==> src/rtl/complemento_2_serial.sv <==
`default_nettype none
// ============================================================================
// Module      : complemento_2_serial
// Description : Bit-serial pass / one's / two's / absolute-value unit, LSB first,
//               with overflow and zero flags over valid/ready handshakes.
// Revision    : 1.0
// ============================================================================
module complemento_2_serial #(
   parameter int WIDTH = 4,
   parameter int CNT_W = $clog2(WIDTH)
) (
   input  logic             clk,
   input  logic             rst,
   input  logic             in_valid,
   output logic             in_ready,
   input  logic [WIDTH-1:0] in_data,
   input  logic [1:0]       in_mode,
   output logic             out_valid,
   input  logic             out_ready,
   output logic [WIDTH-1:0] out_data,
   output logic             out_ovf,
   output logic             out_zero
);

   typedef enum logic [1:0] {
      ST_IDLE  = 2'd0,
      ST_SHIFT = 2'd1,
      ST_DONE  = 2'd2
   } state_t;

   localparam logic [1:0]       c_mode_pass = 2'b00;
   localparam logic [1:0]       c_mode_ones = 2'b01;
   localparam logic [1:0]       c_mode_neg  = 2'b10;
   localparam logic [1:0]       c_mode_abs  = 2'b11;
   localparam logic [CNT_W-1:0] c_last_bit  = CNT_W'(WIDTH - 1);

   state_t           r_state;
   logic [WIDTH-1:0] r_op_sr;
   logic [WIDTH-1:0] r_res_sr;
   logic [CNT_W-1:0] r_cnt;
   logic [1:0]       r_mode;
   logic             r_sign;
   logic             r_seen_one;

   logic             w_bit;
   logic             w_negating;
   logic             w_res_bit;
   logic [WIDTH-1:0] w_res_next;
   logic             w_ovf;

   // Serial two's complement: copy bits up to and including the first 1, invert the rest.
   always_comb begin
      w_bit      = r_op_sr[0];
      w_negating = (r_mode == c_mode_neg) || ((r_mode == c_mode_abs) && r_sign);
      w_res_bit  = w_bit;
      case (r_mode)
         c_mode_pass: w_res_bit = w_bit;
         c_mode_ones: w_res_bit = ~w_bit;
         default:     w_res_bit = (w_negating && r_seen_one) ? ~w_bit : w_bit;
      endcase
      w_res_next = {w_res_bit, r_res_sr[WIDTH-1:1]};
      w_ovf      = ((r_mode == c_mode_neg) || (r_mode == c_mode_abs)) && r_sign
                   && w_res_next[WIDTH-1];
   end

   assign in_ready = (r_state == ST_IDLE) && !rst;

   always_ff @(posedge clk) begin
      if (rst) begin
         r_state    <= ST_IDLE;
         r_op_sr    <= '0;
         r_res_sr   <= '0;
         r_cnt      <= '0;
         r_mode     <= c_mode_pass;
         r_sign     <= 1'b0;
         r_seen_one <= 1'b0;
         out_valid  <= 1'b0;
         out_data   <= '0;
         out_ovf    <= 1'b0;
         out_zero   <= 1'b0;
      end else begin
         case (r_state)
            ST_IDLE: begin
               if (in_valid) begin
                  r_op_sr    <= in_data;
                  r_mode     <= in_mode;
                  r_sign     <= in_data[WIDTH-1];
                  r_cnt      <= '0;
                  r_seen_one <= 1'b0;
                  r_state    <= ST_SHIFT;
               end
            end
            ST_SHIFT: begin
               r_op_sr    <= r_op_sr >> 1;
               r_res_sr   <= w_res_next;
               r_seen_one <= r_seen_one | w_bit;
               r_cnt      <= r_cnt + CNT_W'(1);
               if (r_cnt == c_last_bit) begin
                  r_state   <= ST_DONE;
                  out_valid <= 1'b1;
                  out_data  <= w_res_next;
                  out_zero  <= (w_res_next == '0);
                  out_ovf   <= w_ovf;
               end
            end
            ST_DONE: begin
               if (out_ready) begin
                  out_valid <= 1'b0;
                  r_state   <= ST_IDLE;
               end
            end
            default: r_state <= ST_IDLE;
         endcase
      end
   end

endmodule
`default_nettype wire

==> config.mk <==
export PLATFORM = sky130hd
export DESIGN_NAME = complemento_2_serial
export DESIGN_NICKNAME = d
export VERILOG_FILES = /design/src/rtl/complemento_2_serial.sv
export SDC_FILE = /design/constraint.sdc
export NUM_CORES = 1
export LEC_CHECK = 0
export CAP_MARGIN = 20
export CORE_UTILIZATION = 50
export CTS_CLUSTER_SIZE = 16
export DETAILED_ROUTE_END_ITERATION = 6
export PLACE_DENSITY = 0.76
export SLEW_MARGIN = 20
export SYNTH_ARGS = -nofsm -noshare
export SYNTH_HDL_FRONTEND = slang
export SYNTH_SLANG_ARGS = --single-unit
export TNS_END_PERCENT = 10
==> constraint.sdc <==
create_clock -name clk -period 1.7 [get_ports clk]
set_input_delay 0.51 -clock clk [delete_from_list [all_inputs] [get_ports clk]]
set_output_delay 0.51 -clock clk [all_outputs]
set_load 0.02 [all_outputs]
# Yosys cells after proc, flatten, opt, wreduce, memory -nomap -nowiden
# Cells that the tools add are included.
# word_totals
ff_bits	23
latchBits	0
ram_bits	0
mem_bits_ro	0
input_bits	10
out_inout_bits	8
elab_cells	56
memories	0
# op_classes
addsub	1
multipliers	0
div_mod_pow	0
magnitude_cmp	0
eq_ne	9
shift	0
mux	15
bitwise	2
reduce_logical	18
# op_table
cell	count
$eq A2 B2 Y1 const B	4
$mux W2	4
$pmux W4 S2	1
$ne A2 B2 Y1 const B	3
$pmux W1 S2	3
$pmux W2 S3	1
$reduce_and A2 Y1	3
$reduce_and A3 Y1	2
$logic_and A1 B1 Y1	5
$eq A2 B1 Y1 const B	2
$logic_not A2 Y1	2
$logic_not A4 Y1	1
$mux W1	4
$mux W4	1
$pmux W2 S2	1
$reduce_bool A2 Y1	2
$add A2 B1 Y2 const B	1
$logic_or A1 B1 Y1	2
$logic_not A1 Y1	1
$not A1 Y1	1
$or A1 B1 Y1	1

# Longest topological paths before layout
# Gate-level depths: netlist of run 1.
# logic_depth
word_depth	7
mapped_depth	5
depth_no_buf	4

# Worst setup path before layout of run 1
# Ideal clock, no wire load.
# synth_path
kind	input-to-output
from	in rst
to	out in_ready
t_arrival_ps	1332
t_required_ps	1190
slack_ps	-142
stages	3
n_path_buf	2
cell_sequence	clkbuf_1 -> clkbuf_1 -> nor3_1
# synth_via
elab_chain_len	2
# synth_lines
item	line	source
start: declaration	13	input logic rst,
$logic_not A1 Y1	66	assign in_ready = (r_state == ST_IDLE) && !rst;
$logic_and A1 B1 Y1	66	
end: declaration	15	output logic in_ready,
# No other way between the ends.

# Final worst setup path of run 1
# layout_path
from	in in_valid
to	reg r_op_sr[1]
# layout_via
elab_chain_len	2
# layout_lines
item	line	source
start: declaration	14	input logic in_valid,
$ne A2 B2 Y1 (no line)	-	
$reduce_and A2 Y1 (no line)	-	
end signal: assignment	85	r_op_sr <= in_data;
end signal: assignment	94	r_op_sr <= r_op_sr >> 1;
end: declaration	38	logic [WIDTH-1:0] r_op_sr;
# No other way between the ends.
# A chain may end at the register's enable or synchronous reset.

==> flow_summary_export.csv, run 1 <==
group,metric,value,unit
global_routing,first_pass_grt_wire_length,3429,um
worst_setup_path,reg_to_reg_critical_path_endpoint,"out_zero",
worst_setup_path,worstPathArrival,1730,ps
routing,remaining_drc_errors,0,
worst_setup_path,cp_slowest_cell,"sky130_fd_sc_hd__or3b_2",
sta,period_minus_slack,1536,ps
yosys,synth.top_cell.area_share,0.4319,
final_layout,final_nets,147,
yosys,register_bit_count_reported_by_yosys,22,
power,max-vdd-ir-drop,0.4603,mV
floorplanning,coreArea,1821,um2
routing,finalWirelength,2087,um
yosys,post_synth_num_cell_types,32,
final_layout,drive_above_1_share,0.1343,
yosys,synth_cell_area,1020,um2
yosys,syn_inst,116,
clock_network,cts_tree,"built",
worst_setup_path,critical_path_peak_fanout,8,
clock_network,clk_root_buffer_cell,"sky130_fd_sc_hd__clkbuf_4",
global_routing,global_route.usage.total,0.2173,
sta,period_share,0.9038,
clock_network,clock_tree.htree_level_count,1,
clock_network,clkLatencyLatePin,300,ps
place,dpl.cell_count,156,
hold_path,whs_endpoint,"out_data[0]",
worst_setup_path,r2r_slack,300,ps
hold_path,worstHoldPathCells,2,
clock_network,postCtsSetupBuffers,0,
final_layout,final_core_utilization,0.6742,
routing,final_antenna_net_count,0,
sta,transition_time_at_the_pin_with_the_least_slew_margin,457.6,ps
floorplanning,io-pin-count,18,
sta,timing.final.hold_violations,0,
sta,slew-limit-headroom,0.6906,
routing,first_iter_violations,18,
floorplanning,die_w,47.16,um
global_routing,number_of_global_route_vias_before_repair,801,
final_layout,fill_cells,163,
worst_setup_path,critPathLaunchType,"input port",
place,detailedPlacementHpwl,1474,um
sta,rsz0062_at_grt,"false",
worst_setup_path,setup.worst_path.class,"input port to register",
sta,final.setup_skew,3.251,ps
clock_network,clock_pin_transition_on_the_worst_setup_and_hold_timing_paths,120,ps
clock_network,clock_sinks,22,
final_layout,antenna_cells_inserted,0,
worst_setup_path,worstRegToRegCells,4,
place,gp_congestion,0.7508,
worst_setup_path,worst_r2r_startpoint,"r_state[0]",
sta,timing.final.max_slew_violations,0,
power,power.density_cell_area,743.3,nW/um2
sta,achievable-frequency,0.6509,GHz
hold_path,timing.hold.worst.class,"register to register",
final_layout,sequential_cell_area,440.4,um2
yosys,ys_async_sr_fraction,0,
hold_path,min_from,"out_data[0]",
power,power,912.4,uW
job,max_capacitance_violation_total,0,
global_routing,grt_antenna_before_repair,0,
floorplanning,initial_utilization,0.5601,
worst_setup_path,slowest_delay,550,ps
sta,finalSetupViolCount,0,
final_layout,area_delta_synth_final,20.37,%
yosys,ys.warnings.count,0,
clock_network,post_cts_resize_count,12,
global_routing,grt-ovfl-total,0,
routing,dr_total_vias,898,
yosys,synth_top_area_cell,"sky130_fd_sc_hd__dfxtp_1",
power,power.static_leakage,0.0005036,uW
clock_network,cts_made_buffers,3,
routing,vias_per_instance,5.648,
routing,drt-pass1-iter-count,4,
yosys,number_of_flops_mapped_to_enable_cells_by_yosys,0,
clock_network,cts-hold-fix-buffers,0,
yosys,post_synth_main_area_contributors,"sky130_fd_sc_hd__dfxtp_1 43%, sky130_fd_sc_hd__nand2_1 8.1%, sky130_fd_sc_hd__a21oi_1 6.9%",
worst_setup_path,critPathLaunch,"in_valid",
place,port_buffers,17,
worst_setup_path,worstPathCellList,"clkdlybuf4s50_1 > or3b_2 > nor2_1 > nor4_1",
yosys,ys_seq_area_frac,0.4319,
clock_network,clock_tree.buffer_depth,2,
worst_setup_path,worstSetupEndpointType,"register",
routing,post_drt_wl_per_cell,13.13,um
worst_setup_path,critical_path_rt,1890,ps
yosys,syn-mean-instance-area,8.791,um2
outcome,status,"finished, final reports clean",
yosys,synth_nets,127,
floorplanning,placement_rows,15,
floorplanning,die_h,47.16,um
yosys,ys_dominant_reg_cell,"sky130_fd_sc_hd__dfxtp_1",
sta,setup_tns,0,ps
floorplanning,die_area,2224,um2
global_routing,pin_count_of_the_biggest_net_entering_global_routing,27,
final_layout,layoutNonFillerInstCount,159,
final_layout,multi_input_area,523.0,um2
## metrics by stage
stage	worst slack, ps	area, um2	hold WS (ps)
after floorplan	27.58	1025	445.2
after global placement	-520.8	1214	440.9
after detailed placement	-520.0	1214	450.2
after CTS	-67.14	1225	463.8
after global routing	116.0	1227	497.1
final	163.6	1227	460.1
## Yosys cell counts, types with 2 or more instances
cell,n
sky130_fd_sc_hd__or3b_2,2
sky130_fd_sc_hd__nor4b_1,2
sky130_fd_sc_hd__nor4_1,3
sky130_fd_sc_hd__o211ai_2,2
sky130_fd_sc_hd__o2111ai_1,3
sky130_fd_sc_hd__nand2_1,22
sky130_fd_sc_hd__nand3b_1,2
sky130_fd_sc_hd__nand3_1,3
sky130_fd_sc_hd__or3_1,2
sky130_fd_sc_hd__nor2_1,6
sky130_fd_sc_hd__dfxtp_1,22
sky130_fd_sc_hd__clkbuf_1,3
sky130_fd_sc_hd__buf_6,3
sky130_fd_sc_hd__nor2b_1,4
sky130_fd_sc_hd__a21oi_1,14
sky130_fd_sc_hd__nor3_1,7
## where the power goes
part / switching [uW] / leakage (uW) / internal (uW)
clock network: 151 / 0.0000138 / 82.5
registers: 17.2 / 0.000179 / 535
logic: 64.7 / 0.000311 / 62.2
total: 233 / 0.000504 / 680
## routing by layer
layer,up-vias,share of wire,track usage
li1,450,-,-
met1,428,0.46,0.2793
met5,-,0,0
met2,16,0.51,0.3722
met4,0,0.012,0.06857
met3,4,0.022,0.03462
## registers in the layout (all words and copies together), names as in the netlist
register and cells:
out_data 4, r_op_sr 4, r_res_sr 3, r_cnt 2, r_mode 2, r_state 2
out_ovf 1, out_valid 1, out_zero 1, r_seen_one 1, r_sign 1
## worst max path at each step
| stage | to | slack [ps] | cells past startpoint |
|---|---|---|---|
| after floorplan | in_ready | 30 | 3 |
| after global placement | in_ready | -520 | 3 |
| after detailed placement | in_ready | -520 | 3 |
| after CTS | in_ready | -70 | 3 |
| after global routing | out_zero | 120 | 4 |
| final | r_op_sr[1] | 160 | 4 |
## critical path, delay by kind of cell
kind | cells | cell delay [ps]
and+or+nand+nor | 3 | 740
buffers and inverters | 1 | 480
## area by class of cell
type | instances | area share
Inverter | 1 | 0.003058
Multi-Input combinational cell | 85 | 0.4261
Clock buffer | 3 | 0.01835
Timing Repair Buffer | 23 | 0.1682
Tap cell | 25 | 0.02548
Sequential cell | 22 | 0.3588
## logic make-up (layout without fill, tap and decap cells)
group / count (synthesis) / after routing / share of synthesized area
buffers and inverters: 9 / 27 / 0.06011
muxes: 1 / 1 / 0.009816
xor gates and xnor gates: 2 / 2 / 0.01718
and+or+nand+nor: 59 / 59 / 0.3288
adders and majority gates: 1 / 1 / 0.01227
AOI/OAI and AO/OA: 22 / 22 / 0.1399
DFF: 22 / 22 / 0.4319
## cells in the final DEF, fill, tap and decap left out, types with 2 or more instances in the layout
cell / instances
sky130_fd_sc_hd__nor3_1: 6
sky130_fd_sc_hd__nor2b_1: 4
sky130_fd_sc_hd__nor2_1: 6
sky130_fd_sc_hd__clkdlybuf4s50_1: 8
sky130_fd_sc_hd__a21oi_1: 14
sky130_fd_sc_hd__nand2_1: 22
sky130_fd_sc_hd__o211ai_2: 2
sky130_fd_sc_hd__nor4_1: 3
sky130_fd_sc_hd__dlygate4sd2_1: 7
sky130_fd_sc_hd__buf_4: 7
sky130_fd_sc_hd__clkbuf_4: 3
sky130_fd_sc_hd__nand3_1: 3
sky130_fd_sc_hd__dfxtp_1: 22
sky130_fd_sc_hd__or3b_2: 2
sky130_fd_sc_hd__nor4b_1: 2
sky130_fd_sc_hd__o2111ai_1: 3
sky130_fd_sc_hd__nand3b_1: 2
sky130_fd_sc_hd__or3_1: 2
Power figures use the tool's default switching activity.
==> run 2, diff against run 1 <==
==> constraint.sdc (replaced) <==
create_clock -name clk -period 1.6 [get_ports clk]
set_input_delay 0.48 -clock clk [delete_from_list [all_inputs] [get_ports clk]]
set_output_delay 0.48 -clock clk [all_outputs]
set_load 0.02 [all_outputs]
==> run 2 against run 1 <==
Compared with the run above:
- non-clock buffer count unchanged
- worst setup slack lost 48 ps
- combinational power up 10%
- clock power rose by 10%
- sequential power rose by 6.3%
- clock skew is essentially flat
- highest routed layer unchanged
==> flow_summary_export.csv, run 2 (same netlist as run 1, synthesis figures left out) <==
group,metric,value,unit
clock_network,clock_tree.htree_level_count,1,
sta,finalSetupViolCount,0,
worst_setup_path,critical_path_peak_fanout,3,
hold_path,timing.hold.worst.class,"register to register",
routing,drt-pass1-iter-count,4,
power,switching_power,259.1,uW
sta,slew-limit-headroom,0.6832,
power,seqPwrFrac,0.597,
power,power.density_cell_area,796.0,nW/um2
place,gp_congestion,0.7543,
final_layout,antenna_cells_inserted,0,
floorplanning,placement_rows,15,
sta,period_minus_slack,1485,ps
floorplanning,die_w,47.16,um
worst_setup_path,critPathLaunchType,"register",
floorplanning,die_h,47.16,um
floorplanning,die_area,2224,um2
sta,rsz0062_at_grt,"false",
sta,transition_time_at_the_pin_with_the_least_slew_margin,468.6,ps
place,port_buffers,17,
clock_network,clock_tree.buffer_depth,2,
sta,period_share,0.9280,
floorplanning,initial_utilization,0.5601,
routing,first_iter_violations,12,
worst_setup_path,cp_top_family,"flip-flops",
power,pwr-share-clk,0.261,
place,detailedPlacementHpwl,1505,um
hold_path,min_from,"out_data[0]",
worst_setup_path,worstSetupEndpointType,"output pin",
worst_setup_path,worst_r2r_startpoint,"r_state[0]",
clock_network,postCtsSetupBuffers,0,
place,dpl.cell_count,156,
final_layout,reg_top3,"out_data x4, r_op_sr x4, r_res_sr x3",
clock_network,clkLatencyLatePin,310,ps
sta,achievable-frequency,0.6735,GHz
worst_setup_path,critical_path_rt,1120,ps
routing,remaining_drc_errors,0,
worst_setup_path,crit_buf_inv,1,
outcome,status,"finished, final reports clean",
power,internal_power,724.9,uW
sta,final.setup_skew,3.306,ps
global_routing,number_of_global_route_vias_before_repair,800,
clock_network,cts_tree,"built",
global_routing,grt-ovfl-total,0,
worst_setup_path,critPathLaunch,"out_valid",
clock_network,clock_sinks,22,
worst_setup_path,slowest_delay,360,ps
routing,post_drt_wl_per_cell,13.43,um
floorplanning,io-pin-count,18,
sta,timing.final.hold_violations,0,
floorplanning,coreArea,1821,um2
power,power.share.switching,0.2633,
final_layout,mostFrequentLayoutCells,"22 x sky130_fd_sc_hd__nand2_1, 22 x sky130_fd_sc_hd__dfxtp_1, 14 x sky130_fd_sc_hd__a21oi_1",
final_layout,drive_above_1_share,0.1343,
global_routing,grt_antenna_before_repair,0,
final_layout,layoutNonFillerInstCount,159,
sta,fin_ws,115.1,ps
power,share_comb_of_total_power,0.142,
worst_setup_path,setup.worst_path.class,"register to output pin",
final_layout,fill_cells,158,
final_layout,final_nets,147,
routing,final_antenna_net_count,0,
clock_network,cts_made_buffers,3,
power,power.static_leakage,0.0005042,uW
clock_network,clock_pin_transition_on_the_worst_setup_and_hold_timing_paths,120,ps
routing,finalWirelength,2135,um
place,detailedPlace.worstSlack,-596.7,ps
power,max-vdd-ir-drop,0.7999,mV
routing,dr_total_vias,870,
final_layout,area_delta_synth_final,21.23,%
job,max_capacitance_violation_total,0,
global_routing,pin_count_of_the_biggest_net_entering_global_routing,27,
worst_setup_path,cp_slowest_cell,"sky130_fd_sc_hd__dfxtp_1",
worst_setup_path,worstPathArrival,1000,ps
sta,timing.final.max_slew_violations,0,
worst_setup_path,worstPathCellList,"dlygate4sd2_1",
global_routing,global_route.usage.total,0.2361,
global_routing,first_pass_grt_wire_length,3588,um
sta,timing.hold.ws,460.8,ps
clock_network,clk_root_buffer_cell,"sky130_fd_sc_hd__clkbuf_4",
routing,vias_per_instance,5.472,
[run 2: cell counts in the layout (fill, tap and decap cells not counted)]
Identical to the previous run, type by type.
[run 2: path summary, 6_finish.rpt]
kind                 endpoint  depth (start not counted)  slack, ps
setup reg to reg     out_zero                          4        180
hold / removal    out_data[0]                          2        460
setup / recovery    out_valid                          1        120
hold reg to reg   out_data[0]                          2        460
[run 2: power groups by stage]
stage	clock network (uW)	registers (uW)	logic, uW
after global routing	279	590	155
after CTS	257	586	138
after global placement	0	598	133
final	257	587	140
after floorplan	0	594	96.4
after detailed placement	0	599	138
[run 2: worst register-to-register path, stage by stage (launching register included)]
cell and delay (ps):
sky130_fd_sc_hd__dfxtp_1 390, sky130_fd_sc_hd__buf_4 220, sky130_fd_sc_hd__nor4b_1 430, sky130_fd_sc_hd__o2111ai_1 210, sky130_fd_sc_hd__o221ai_1 100
[run 2: what timing repair did]
action,in CTS,in global routing
resized for setup,12,2
endpoints found under the setup margin,8,3
pin swaps,0,0
hold buffers,0,0
[run 2: per-stage QoR]
step | total power, uW | TNS [ps] | area (um2) | util
floorplan | 690.2 | 0 | 1031 | -
global route | 1024 | 0 | 1236 | 0.6790
CTS | 981.4 | -137.6 | 1231 | 0.6763
global placement | 730.9 | -2829 | 1220 | 0.6701
finish | 984.0 | 0 | 1236 | 0.6790
detailed placement | 737.1 | -3197 | 1220 | 0.6701
[run 2: area by class of cell]
| class | count | area [um2] | share of cell area |
|---|---|---|---|
| flip-flops and latches | 22 | 440.4 | 0.3563 |
| repair buffers | 23 | 206.4 | 0.1670 |
| well taps | 25 | 31.28 | 0.02530 |
| multi-input cells | 85 | 531.8 | 0.4302 |
| inverters | 1 | 3.754 | 0.003036 |
| clock buffers | 3 | 22.52 | 0.01822 |
[run 2: layer usage]
metal	global-route usage	wire [um]	vias up
met2	0.3750	1022	22
met1	0.2951	975	397
met3	0.04615	79	6
met4	0.1429	57	0
li1	-	-	445
met5	0	0	-
==> RTL change 1: new RTL, config.mk and constraints of run 2 <==
Change the parameter `WIDTH` from 4 to 8.
--- a/src/rtl/complemento_2_serial.sv
+++ b/src/rtl/complemento_2_serial.sv
@@ -8,3 +8,3 @@
 module complemento_2_serial #(
-   parameter int WIDTH = 4,
+   parameter int WIDTH = 8,
    parameter int CNT_W = $clog2(WIDTH)
Interface: changed (resized in_data and out_data); port bits go from 18 to 26. No check against the original RTL was run, so the function may have changed too.
==> RTL change 1 against run 2 <==
Critical path depth did not move; sequential power increased by 57%; largest cell class is now flip-flops and latches; highest routed layer unchanged; final area rose by 45%; routed wire length rose by 34%; worst setup slack got worse by 0.026 ns; power is 79% higher; global-route usage down 1.4 points; sequential cell count increased by 13; synthesized area is 36% higher; critical endpoint is now out_ovf.
==> RTL change 1: results (changes against run 2) <==
Place
  • Post-Place Cells: 221 (+42%)
  • Port buffer count: 25 (+8)
  • Pre-CTS setup slack: -0.608 ns (-0.0109 ns)
  • Area after DPL: 1710 um2 (+40%)
  • GP Congestion: 0.773 (+2.5%)
  • Detail Placement HPWL: 2030 um (+35%)

Power and ir drop
  • Leak Pwr: 0.728 nW (+44%)
  • Worst VDD drop: 0.887 mV (+11%)
  • Internal: 0.00136 W (+88%)

Logic synthesis
  • Post-synth cell types: 26 (-19%)
  • Top post-synthesis cells by area: dfxtp_1 50%, nand2_1 11%, a21oi_1 8.3%, nor2_1 4.9%, o221ai_2 4.3%
  • Syn Area/Cell: 8.42 um2 (-4.2%)
  • Seq/Total Area, Yosys: 50.4% (+7.2 points)
  • Most instantiated cells after synthesis: 39 x nand2_1, 35 x dfxtp_1, 23 x a21oi_1
  • Top_reg_cell synth: dfxtp_1
  • Mapped Nets: 181 (+43%)

GRT
  • First-pass GRT wire length: 4710 um (+31%)
  • Grt met2 use: 35.9% (-1.6 points)
  • Vias in the first global route: 1071 (+34%)
  • Largest net degree at the start of global routing: 30 (+11%)
  • Met3 usage: 5.83% (+1.2 points)
  • GRT Total Usage: 22.2% (-1.4 points)
  • Met1 Usage GRT: 28.4% (-1.1 points)

Clocking
  • Htree depth: 2 (+1)
  • Clk_lat worst skew: 0.33 ns (+0.02 ns)
  • Inserted Clock Buffers: 5 (+2)

Drt
  • Vias per Instance: 5.30 (-3.2%)
  • Final WL: 2850 um (+34%)
  • Starting DRC count in detailed routing: 25 (+13)
  • First-pass DRT Iterations: 4 (unchanged)

Critical path
  • CP max stage cell: dfxtp_1
  • Max incr delay on CP: 0.36 ns (about the same)
  • CP Max Fanout: 2 (-1)
  • Worst path arrival time: 1.03 ns (+0.03 ns)

Finish
  • Top flop regs: out_data x8, r_op_sr x8, r_res_sr x7
  • Footprint of the multi-input gates: 632 um2 (+19%)
  • Non-Filler Instances: 229 (+44%)
  • # nets final: 214 (+46%)
  • Layout cell share with drive strength beyond 1: 14.1% (+0.64 points)
  • Fill cells: 213 (+35%)

Timing
  • Slew Limit Fails: 0 (unchanged)
  • Worst slew pin tran: 0.336 ns (-0.133 ns)
  • Worst Clk Skew: 0.00945 ns (+0.00615 ns)

Die
  • Row cnt: 18 (+3)

Status
  • Status: finished, final reports clean

Hold path
  • Min-Delay Path Class: reg2reg
RTL change 1: worst paths after layout:
path                from  cells past startpoint           to  slack (ns)
max              out_ovf                      1      out_ovf        0.09
min          out_data[0]                      2  out_data[0]        0.46
max reg2reg     r_cnt[0]                      5  out_data[7]        0.14
min reg2reg  out_data[0]                      2  out_data[0]        0.46
RTL change 1: metal layers:
layer | part of all wire, % | vias up
li1 | - | 628
met1 | 47 | 557
met2 | 49 | 26
met3 | 4.2 | 2
met4 | 0.35 | 0
met5 | 0 | -
RTL change 1: cell type report:
cell class | count | area share [%]
repair buffers | 37 | 18.4
inverters | 2 | 0.418
clock inverters | 2 | 1.95
multi-input cells | 117 | 35.2
clock buffers | 6 | 2.86
flip-flops and latches | 35 | 39.1
well taps | 30 | 2.09
RTL change 1: cell families after synthesis:
| group | share of synthesized area [%] |
|---|---|
| mux | 0.720 |
| buf+inv | 4.86 |
| simple gates | 23.6 |
| flops | 50.4 |
| xor+xnor | 1.26 |
| fa+ha+maj | 1.80 |
| compound gates | 17.4 |
RTL change 1: power groups by stage:
stage	Clock, W	Sequential, W	Combinational, W
floorplan	0	0.000936	0.000115
global placement	0	0.000940	0.000176
detailed placement	0	0.000942	0.000181
CTS	0.000671	0.000922	0.000182
global route	0.000704	0.000927	0.000204
finish	0.000657	0.000923	0.000183
RTL change 1: timing repair:
action,CTS,global route
buffers inserted,0,0
hold buffers,0,0
resized for setup,16,4
endpoints found under the setup margin,12,16
pin swaps,0,1
==> RTL change 2: new RTL, config.mk and constraints of run 2 <==
Made on the original files. Re-encode `state_t` (3 states) as one-hot, 3 bits wide.
--- a/src/rtl/complemento_2_serial.sv
+++ b/src/rtl/complemento_2_serial.sv
@@ -24,6 +24,6 @@
 
-   typedef enum logic [1:0] {
-      ST_IDLE  = 2'd0,
-      ST_SHIFT = 2'd1,
-      ST_DONE  = 2'd2
+   typedef enum logic [2:0] {
+      ST_IDLE  = 3'b001,
+      ST_SHIFT = 3'b010,
+      ST_DONE  = 3'b100
    } state_t;
Check against the original RTL: same outputs for any inputs over 10 cycles, from zero or initial values and one cycle with rst high; not proved beyond that.
==> RTL change 2 against run 2 <==
Maximum frequency decreased by 8.2%; synthesized area increased by 1.3%; worst setup slack got worse by 0.13 ns; global-route usage decreased by 2.9 points; largest cell class unchanged; largest power group unchanged; final area increased by 3.6%; routed wire length decreased by 5.9%; the flow now finishes with violations (negative setup slack); power increased by 4.5%; sequential cell count increased by 1.
==> RTL change 2: results (changes against run 2) <==
Logic synthesis
  • Most instantiated cells after synthesis: 23 x dfxtp_1, 12 x nand2_1, 11 x a21oi_1
  • Post-synth cell types: 37 (+16%)
  • Synth Warn #: 0 (unchanged)
  • Mapped Nets: 120 (-5.5%)
  • Syn Area/Cell: 9.48 um2 (+7.9%)
  • Seq/Total Area, Yosys: 44.6% (+1.4 points)
  • Top post-synthesis cells by area: dfxtp_1 45%, a21oi_1 5.3%, nand2_1 4.4%, nor2_1 3.6%, o22ai_2 3.6%

GRT
  • First-pass GRT wire length: 3280 um (-8.7%)
  • Grt met2 use: 37.0% (-0.51 points)
  • Met1 Usage GRT: 24.3% (-5.2 points)
  • GRT Total Usage: 20.7% (-2.9 points)
  • Vias in the first global route: 790 (-1.3%)
  • Largest net degree at the start of global routing: 26 (-3.7%)
  • Met3 usage: 3.77% (-0.84 points)

Timing
  • Setup slack after layout: -0.0179 ns (-0.133 ns)
  • Worst Clk Skew: 0.00452 ns (+0.00122 ns)
  • Final setup vio count: 1 (+1)
  • Worst slew pin tran: 0.351 ns (-0.117 ns)

Finish
  • Top flop regs: out_data x4, r_op_sr x4
  • Layout cell share with drive strength beyond 1: 22.3% (+8.9 points)
  • Antenna diodes: 0 (unchanged)
  • Fill cells: 179 (+13%)
  • # nets final: 142 (-3.4%)

Drt
  • Wire length on met2: 1060 um (+3.9%)
  • Metal3 WL: 43 um (-46%)
  • Final WL: 2010 um (-5.9%)
  • Starting DRC count in detailed routing: 17 (+5)
  • Wirelength per Cell: 12.8 um (-4.7%)
  • Wl on met1: 890 um (-8.7%)
  • Via count: 838 (-3.7%)

Hold path
  • Min-Delay Path Class: reg2reg
  • Hold_sp: out_data[3]

Critical path
  • CP Max Fanout: 2 (-1)
  • Cell family contributing the most delay on the critical path: buffers and inverters
  • Worst Setup SP: rst
  • Max incr delay on CP: 0.25 ns (-0.11 ns)
  • CP max stage cell: nor4_4
  • Worst path arrival time: 1.14 ns (+0.14 ns)
  • Reg2reg start: r_state[1]

Status
  • Status: finished, violations left
  • Failing checks: negative setup slack

Power and ir drop
  • Worst VDD drop: 0.504 mV (-37%)
  • Leak Pwr: 0.522 nW (+3.6%)
  • Gate power share: 15.4% (+1.2 points)
  • P_clk: 0.000262 W (+2%)
  • Internal: 0.000766 W (+5.6%)

Place
  • Detail Placement HPWL: 1470 um (-2.0%)
  • Post-Place Cells: 153 (-1.9%)
  • Pre-CTS setup slack: -0.719 ns (-0.122 ns)
  • GP Congestion: 0.701 (-7.0%)
RTL change 2: path summary, 6_finish.rpt:
check	end	slack, ns	cells past startpoint
worst max-delay path	in_ready	-0.02	3
worst min-delay path	out_data[3]	0.48	2
worst max register to register	r_op_sr[1]	0.16	4
worst min register to register	out_data[3]	0.48	2
RTL change 2: kinds of logic (layout without fill, tap and decap cells):
kind of cell             after synthesis  count (layout)  share of synthesized area [%]
XOR/XNOR                               1               1                          0.848
AO/OA/AOI/OAI                         23              23                           15.9
multiplexers                           3               3                           2.91
adder cells (fa/ha/maj)                1               1                           1.21
flip-flops                            23              23                           44.6
AND/OR/NAND/NOR                       48              48                           28.7
buffers and inverters                 10              31                           5.93
RTL change 2: per-stage QoR:
stage | cell area [um2] | hold slack [ns] | power [W] | TNS [ns]
final | 1280 | 0.479 | 0.00103 | -0.0179
after global routing | 1280 | 0.497 | 0.00107 | -0.0639
after global placement | 1250 | 0.458 | 0.000772 | -1.59
after detailed placement | 1250 | 0.466 | 0.000779 | -1.85
after CTS | 1270 | 0.481 | 0.00104 | -0.0138
after floorplan | 1070 | 0.440 | 0.000725 | 0
RTL change 2: area by class of cell:
class,count,area [um2],area share (%)
sequential,23,463,36.1
tap,27,33.8,2.64
clock buffer,4,26.3,2.05
timing repair buffer,24,211,16.5
inverter,3,11.3,0.879
multi-input combinational,76,536,41.8
RTL change 2: tightest hold or removal path: cells and delay by family (launching register included):
kind,cells,cell delay [ns]
AOI/OAI and AO/OA,1,0.06
and+or+nand+nor,1,0.06
DFF,1,0.33
RTL change 2: what timing repair did:
action | CTS | global route
hold buffers | 0 | 0
cloned | 0 | 0
endpoints found under the hold margin | 0 | 0
gates resized for setup | 16 | 2
setup endpoints to repair | 8 | 6
pin swaps | 1 | 0
